## src/rtl/mul_arbiter_pkg.sv

```systemverilog
// mul_arbiter_pkg: mul opcode and arbiter FSM state types shared by the mul_arbiter slice
package mul_arbiter_pkg;
    typedef enum logic [1:0] {MUL, MULH, MULHU, MULHSU} mul_op_t;
    typedef enum logic [1:0] {IDLE, WAIT, RESP} mul_arb_state_t;
endpackage

```

## src/rtl/mul_arbiter_rr_arbiter.sv

```systemverilog
// rr_arbiter: one-hot grant to the first requester at or after prio, wrapping
module rr_arbiter #(
    parameter int N  = 2,
    parameter int PW = (N > 1) ? $clog2(N) : 1
) (
    input  logic [N-1:0]  req,
    input  logic [PW-1:0] prio,
    output logic [N-1:0]  gnt
);
    logic [N-1:0] rot, pick;
    // rotate so prio sits at bit 0, keep the lowest set bit, rotate back
    always_comb begin
        rot  = N'({req, req} >> prio);
        pick = rot & (-rot);
        gnt  = N'({pick, pick} >> (N - int'(prio)));
    end
endmodule

```

## src/rtl/mul_arbiter.sv

```systemverilog
// mul_arbiter: round-robin sharing of one multi-cycle mul unit among NREQ requesters
module mul_arbiter
    import mul_arbiter_pkg::*;
#(
    parameter int NREQ = 2
) (
    input  logic                  clock,
    input  logic                  reset,
    input  logic [NREQ-1:0]       req_valid,
    output logic [NREQ-1:0]       req_ready,
    input  logic [NREQ-1:0][63:0] req_in1,
    input  logic [NREQ-1:0][63:0] req_in2,
    input  logic [NREQ-1:0]       req_word,
    input  mul_op_t [NREQ-1:0]    req_op,
    input  logic [NREQ-1:0]       flush,
    output logic [NREQ-1:0]       resp_valid,
    input  logic [NREQ-1:0]       resp_ready,
    output logic [63:0]           resp_data,
    output logic [63:0]           mul_in1,
    output logic [63:0]           mul_in2,
    output logic                  mul_word,
    output mul_op_t               mul_op,
    output logic                  mul_en,
    input  logic [63:0]           mul_out,
    input  logic                  mul_out_valid,
    output logic                  mul_out_ready
);
    localparam int IW = (NREQ > 1) ? $clog2(NREQ) : 1;
    mul_arb_state_t state_q, state_d;
    logic [IW-1:0] owner_q, owner_d, prio_q, prio_d, win;
    logic killed_q, killed_d;
    logic [63:0] resp_data_q, resp_data_d;
    logic [NREQ-1:0] cand, gnt;
    logic live;
    assign live = !reset;
    // reset gating keeps every output low while reset is held
    assign cand = (state_q == IDLE && live) ? req_valid & ~flush : '0;
    rr_arbiter #(.N(NREQ), .PW(IW)) u_rr (
        .req  (cand),
        .prio (prio_q),
        .gnt  (gnt)
    );
    always_comb begin
        win = '0;
        for (int i = 0; i < NREQ; i++) if (gnt[i]) win = IW'(i);
    end
    always_ff @(posedge clock) begin
        if (reset) begin
            state_q     <= IDLE;
            owner_q     <= '0;
            prio_q      <= '0;
            killed_q    <= 1'b0;
            resp_data_q <= '0;
        end else begin
            state_q     <= state_d;
            owner_q     <= owner_d;
            prio_q      <= prio_d;
            killed_q    <= killed_d;
            resp_data_q <= resp_data_d;
        end
    end
    always_comb begin
        state_d     = state_q;
        owner_d     = owner_q;
        prio_d      = prio_q;
        killed_d    = killed_q;
        resp_data_d = resp_data_q;
        case (state_q)
            IDLE: if (|gnt) begin
                state_d  = WAIT;
                owner_d  = win;
                prio_d   = (win == IW'(NREQ - 1)) ? '0 : win + IW'(1);
                killed_d = 1'b0;
            end
            // the result is always drained so mul never stalls; a kill only drops it
            WAIT: begin
                killed_d = killed_q | flush[owner_q];
                if (mul_out_valid) begin
                    state_d     = killed_d ? IDLE : RESP;
                    resp_data_d = mul_out;
                end
            end
            RESP: state_d = (resp_ready[owner_q] || flush[owner_q]) ? IDLE : RESP;
            default: state_d = IDLE;
        endcase
    end
    always_comb begin
        req_ready     = gnt;
        mul_en        = |gnt;
        mul_in1       = mul_en ? req_in1[win] : '0;
        mul_in2       = mul_en ? req_in2[win] : '0;
        mul_word      = mul_en && req_word[win];
        mul_op        = mul_en ? req_op[win] : MUL;
        mul_out_ready = live && state_q == WAIT;
        resp_valid    = (live && state_q == RESP) ? NREQ'(1) << owner_q : '0;
        resp_data     = resp_data_q;
    end
endmodule

```

## config.mk

```make
export PLATFORM = sky130hd
export DESIGN_NAME = mul_arbiter
export DESIGN_NICKNAME = d
export VERILOG_FILES = /design/src/rtl/mul_arbiter_pkg.sv /design/src/rtl/mul_arbiter_rr_arbiter.sv /design/src/rtl/mul_arbiter.sv
export SDC_FILE = /design/constraint.sdc
export NUM_CORES = 1
export LEC_CHECK = 0
export ABC_AREA = 1
export BUFFER_PORTS_ARGS = -buffer_cell sky130_fd_sc_hd__buf_2
export CORE_AREA = 2 2 209 211
export CTS_BUF_LIST = sky130_fd_sc_hd__clkbuf_4 sky130_fd_sc_hd__clkbuf_8
export DETAILED_ROUTE_END_ITERATION = 16
export DIE_AREA = 0 0 211 213
export PLACE_DENSITY_LB_ADDON = 0.12
export SYNTH_ARGS = -nofsm -noshare
export SYNTH_HDL_FRONTEND = slang
export SYNTH_SLANG_ARGS = --single-unit
export TNS_END_PERCENT = 50
```

## constraint.sdc

```tcl
create_clock -name clock -period 5.2 [get_ports clock]
set_clock_uncertainty 0.2 [all_clocks]
set_input_delay 1.04 -clock clock [delete_from_list [all_inputs] [get_ports clock]]
set_output_delay 1.04 -clock clock [all_outputs]
set_load 0.01 [all_outputs]
```

# Word level (Yosys, flattened, before mapping)
# Cells that the tools add are included.
# totals
reg_bits	69
input_bits	335
output_inout_bits	201
elab_cells	60
# classes
n_addsub	3
order_cmp	2
n_eq_ne	4
shifts	3
mux	26
n_bitwise	4
n_reduce_logical	13
# op_table
cell	count
$mux 64	6
$shr 4x32->2	1
$mux 2	9
$mux 1	9
$reduce_and 2->1	4
$pmux 2 s3	1
$and 2x2->2	2
$logic_and 1x1->1	4
$lt 1x2->1 const B	2
$ne 2x2->1 const B	2
$shr 4x1->2	1
$sub 2x1->3 const A	1
$eq 2x1->1 const B	1
$eq 2x2->1 const B	1
$logic_not 2->1	1
$neg 2->2	1
$not 2->2	1
$pmux 1 s2	1
$reduce_bool 2->1	1
$reduce_or 2->1	1
$shl 1x1->2 const A	1
$add 1x1->1 const B	1
$logic_not 1->1	1
$logic_or 1x1->1	1
$or 1x1->1	1

# Longest topological paths before layout
# depth
word_depth	11
ltp_mapped	10
mapped_depth_nobuf	7

# Modules after synthesis
# Synthesis repeated with hierarchy kept, for this count alone.
# hier_totals
cells_unflattened	838
hier_area_um2	4683.2
# by_module_without_submodules
module	n_inst	cells_per_inst	area_per_inst_um2	seq_area_each_um2
mul_arbiter	1	834	4655.7	1381.3
rr_arbiter	1	4	27.5	0.0

# Least setup slack after synthesis
# OpenSTA, ideal clock, no wires.
# synth_timing
path_kind	input-to-output
start	input port reset
end	output port mul_in1[29]
arrival_ns	2.045
t_required_ns	3.960
setup_slack_ns	1.915
cell_stages	10
n_path_buf	3
path_cell_list	buf_2 nor2_4 nand2_2 nor2_4 nand2_2 inv_2 buf_6 buf_6 nand2_1 nand2_1
# synth_via
elab_chain_cells	11
elab_cells_between_ends	12
classes_between	add/sub (1); shift (2); mux (5); bitwise (1); reduce/logical (3)
# synth_lines
element	line	rtl
start: declaration	mul_arbiter.sv:8	input logic reset,
$logic_not 1->1 *	mul_arbiter.sv:35	assign live = !reset;
$logic_and 1x1->1 *	mul_arbiter.sv:37	assign cand = (state_q == IDLE && live) ? req_valid & ~flush : '0;
$mux 2 *	mul_arbiter.sv:37	
$shr 4x1->2 *	mul_arbiter_rr_arbiter.sv:13	rot = N'({req, req} >> prio);
$neg 2->2	mul_arbiter_rr_arbiter.sv:14	pick = rot & (-rot);
$and 2x2->2 *	mul_arbiter_rr_arbiter.sv:14	
$shr 4x32->2 *	mul_arbiter_rr_arbiter.sv:15	gnt = N'({pick, pick} >> (N - int'(prio)));
$mux 1	mul_arbiter.sv:45	for (int i = 0; i < NREQ; i++) if (gnt[i]) win = IW'(i);
$mux 64 (not written as such) (2 in series)	mul_arbiter.sv:90	mul_in1 = mul_en ? req_in1[win] : '0;
$mux 64 *	mul_arbiter.sv:90	
end: declaration	mul_arbiter.sv:19	output logic [63:0] mul_in1,
# Every way passes the cells marked *; elsewhere a longest branch is shown, timed or not. The select of a mux whose other input is x is not followed.

# Worst setup path after layout
# layout_timing
start	input port reset
end	output port mul_in2[59]
# layout_via
elab_chain_cells	11
elab_cells_between_ends	12
classes_between	add/sub (1); shift (2); mux (5); bitwise (1); reduce/logical (3)
# layout_lines
element	line	rtl
$logic_not 1->1 *	mul_arbiter.sv:35	
$logic_and 1x1->1 *	mul_arbiter.sv:37	
$mux 2 *	mul_arbiter.sv:37	
$shr 4x1->2 *	mul_arbiter_rr_arbiter.sv:13	
$neg 2->2	mul_arbiter_rr_arbiter.sv:14	
$and 2x2->2 *	mul_arbiter_rr_arbiter.sv:14	
$shr 4x32->2 *	mul_arbiter_rr_arbiter.sv:15	
$mux 1	mul_arbiter.sv:45	
$mux 64 (not written as such) (2 in series)	mul_arbiter.sv:91	mul_in2 = mul_en ? req_in2[win] : '0;
$mux 64 *	mul_arbiter.sv:91	
end: declaration	mul_arbiter.sv:20	output logic [63:0] mul_in2,
# Marks and branches as above.

==> flow_metrics.tcl <==
set metrics [dict create \
    cts_hold_buffers 0 \
    row_count 76 \
    ys_top_cells_by_area "dfxtp_1, nand2_1, nand3_1" \
    slew_violations 0 \
    status "completed" \
    hold_viol_final 0 \
    final_common_cell "buf_2" \
    wl_met3_um 2180 \
    clk_pin_slew_ps 90 \
    finalWorstSetupSlack_ps 1210 \
    switching_power_mw 0.477 \
    top_layer "met5" \
    final_cell_mix "buf_2, nand2_1, nand3_1" \
    wirelength_um 30200 \
    syn_area_um2 4530 \
    synthMuxAreaShare_pct 0 \
    drive_above_1_share_pct 45.0 \
    synth_compound_area_share_pct 7.29 \
    detail-route-antenna-nets 0 \
    finalSetupViolCount 0 \
    combPwrFrac_pct 26.3 \
    reg2reg_slack_ps 2540 \
    antenna_found_initial 8 \
    yosysTopAreaCellShare_pct 30.5 \
    numCtsBuffers 9 \
    yosys_most_used_dff "dfxtp_1" \
    syn_nets 1117 \
    cp_max_fo 56 \
    gp_congestion 0.839 \
    p_int_mw 1.06 \
    max_freq_mhz 250 \
    path_class "primary input to output port" \
    synth_fa_ha_area_share_pct 0 \
    place_area_um2 7660 \
    gr-total-overflow 0 \
    io_pins 536 \
    preCtsSetupSlack_ps 1150 \
    worst_pin_slew_ps 831 \
    async_reset_ff_share_pct 0 \
    clk_latency_ps 360 \
    cp-start-kind "primary input" \
    clockRootBuffer "clkbuf_8" \
    post-route-period-util_pct 76.8 \
    dp_hpwl_um 23800 \
    dr_wl_met2_um 15800 \
    cts_sinks 69 \
    rsz0062_at_grt "no" \
    synthXorXnorAreaFrac_pct 0 \
    synth_top_area_cell "dfxtp_1" \
    core_area_um2 42700 \
    fp.dieArea_um2 44900 \
    cts_tree "yes" \
    hp-class "flop to flop" \
    synth_top_family_by_area "simple AND/OR/NAND/NOR gates" \
    seqPwrFrac_pct 35.9 \
    nNetsFinal 1605 \
    syn_inst 782 \
    fin_area_um2 7940 \
    clkPwrFrac_pct 37.8 \
    yosys.area_share.simple_pct 52.6 \
    synth_edf_count 0 \
    clock_tree.buffer_depth 2 \
    ys_ff_latch 69 \
    n_fill_cell 5087 \
    ir_worst_vdd_v 0.000147 \
    cp-end-kind "output port" \
    period_minus_slack_ps 3990 \
    die_w_um 211 \
    swShare_pct 31.1 \
    slew-limit-headroom_pct 44.6 \
    first_iter_violations 380 \
    cp.arrival_ps 2750 \
    numPortBuffers 535 \
    drt-met1-wl_um 11300 \
    finalSetupTns_ps 0 \
    leakagePower_nw 4.54 \
    area_delta_synth_final_pct 75.2 \
    grt_pass1_wl_um 40900 \
    drc 0 \
    grt_pass1_vias 6539 \
    postSynthAreaPerCell_um2 5.79 \
    grt_max_degree 132 \
    initial_utilization_pct 10.6 \
    ys_types 18 \
    yosysWarnings 0 \
    max_cap_violations 0 \
    power_density_nw_per_um2 194 \
    cp.required_ps 3960 \
    first_pass_iters 4 \
    cts.repair.resized 0 \
    track_usage_pct 12.1 \
    die_h_um 213 \
    routed-via-count 7010 \
    synth_seq_area_share_pct 30.5 \
    avgRoutedWirePerCell_um 16.5 \
    post_cts_buffers 0 \
    via_per_inst 3.83 \
    htreeDepth 3 \
]
-- cell usage after synthesis (2+ instances only) --
cell type and number:
buf_4 2, buf_6 9, nand2_1 339, o21ai_0 2, buf_2 29, nor2_4 2, clkbuf_1 29, nand3_1 200
inv_1 11, dfxtp_1 69, inv_2 4, buf_1 2, nand2_2 2, a21oi_1 64, nor2_1 15
-- final timing paths --
path,from,end,cells after the start
worst max-delay path,reset,mul_in2[59],8
worst min-delay path,resp_data[33]$_SDFFE_PP0P_,resp_data[33]$_SDFFE_PP0P_,2
worst max register to register,state_q[0]$_SDFFE_PP0P_,resp_data[45]$_SDFFE_PP0P_,6
worst min register to register,resp_data[33]$_SDFFE_PP0P_,resp_data[33]$_SDFFE_PP0P_,2
-- layer usage --
layer | track usage, % | vias up
li1 | - | 3524
met1 | 13.1 | 3157
met2 | 22.5 | 295
met3 | 3.41 | 32
met4 | 4.47 | 2
met5 | 0 | -
-- power by group through the flow --
stage / Combinational, mW / Clock (mW) / Sequential, mW
4_1_cts: 0.411 / 0.609 / 0.551
2_1_floorplan: 0.166 / 0 / 0.570
3_3_place_gp: 0.414 / 0 / 0.564
5_1_grt: 0.447 / 0.622 / 0.553
3_5_place_dp: 0.410 / 0 / 0.563
6_report: 0.403 / 0.581 / 0.551
-- kinds of logic (layout without fill, tap and decap cells) --
kind of cell | count (synthesis) | in the layout
other cells | 0 | 8
simple gates | 561 | 561
flops | 69 | 69
buf+inv | 86 | 579
compound gates | 66 | 66
-- registers in the layout (all words and copies together), names as in the netlist --
name and count:
state_q 2, prio_q 1, owner_q 1, killed_q 1, resp_data 64
-- area by class of cell --
type	count	area (µm²)	share of cell area (%)
inverters	15	61.3	0.773
flip-flops and latches	69	1380	17.4
clock buffers	11	145	1.83
clock inverters	5	106	1.34
diodes	8	20.0	0.252
multi-input cells	627	2730	34.4
well taps	546	683	8.61
repair buffers	548	2810	35.4
-- metrics by stage --
stage | power (mW) | hold WS, ps | std cells | utilization (%)
6_report | 1.54 | 260 | 1829 | 18.6
5_1_grt | 1.62 | 276 | 1826 | 18.6
4_1_cts | 1.57 | 262 | 1821 | 18.5
3_5_place_dp | 0.973 | 249 | 1805 | 18.0
3_3_place_gp | 0.977 | 245 | 1805 | 18.0
2_1_floorplan | 0.735 | 276 | 782 | -
-- critical path, cell delays in order --
cell	delay (ps)
buf_2	120
nor2_4	140
nand3_1	180
inv_4	500
buf_12	300
nand3_1	100
nand2_1	160
buf_2	150
(Power assumes the default switching activity.)
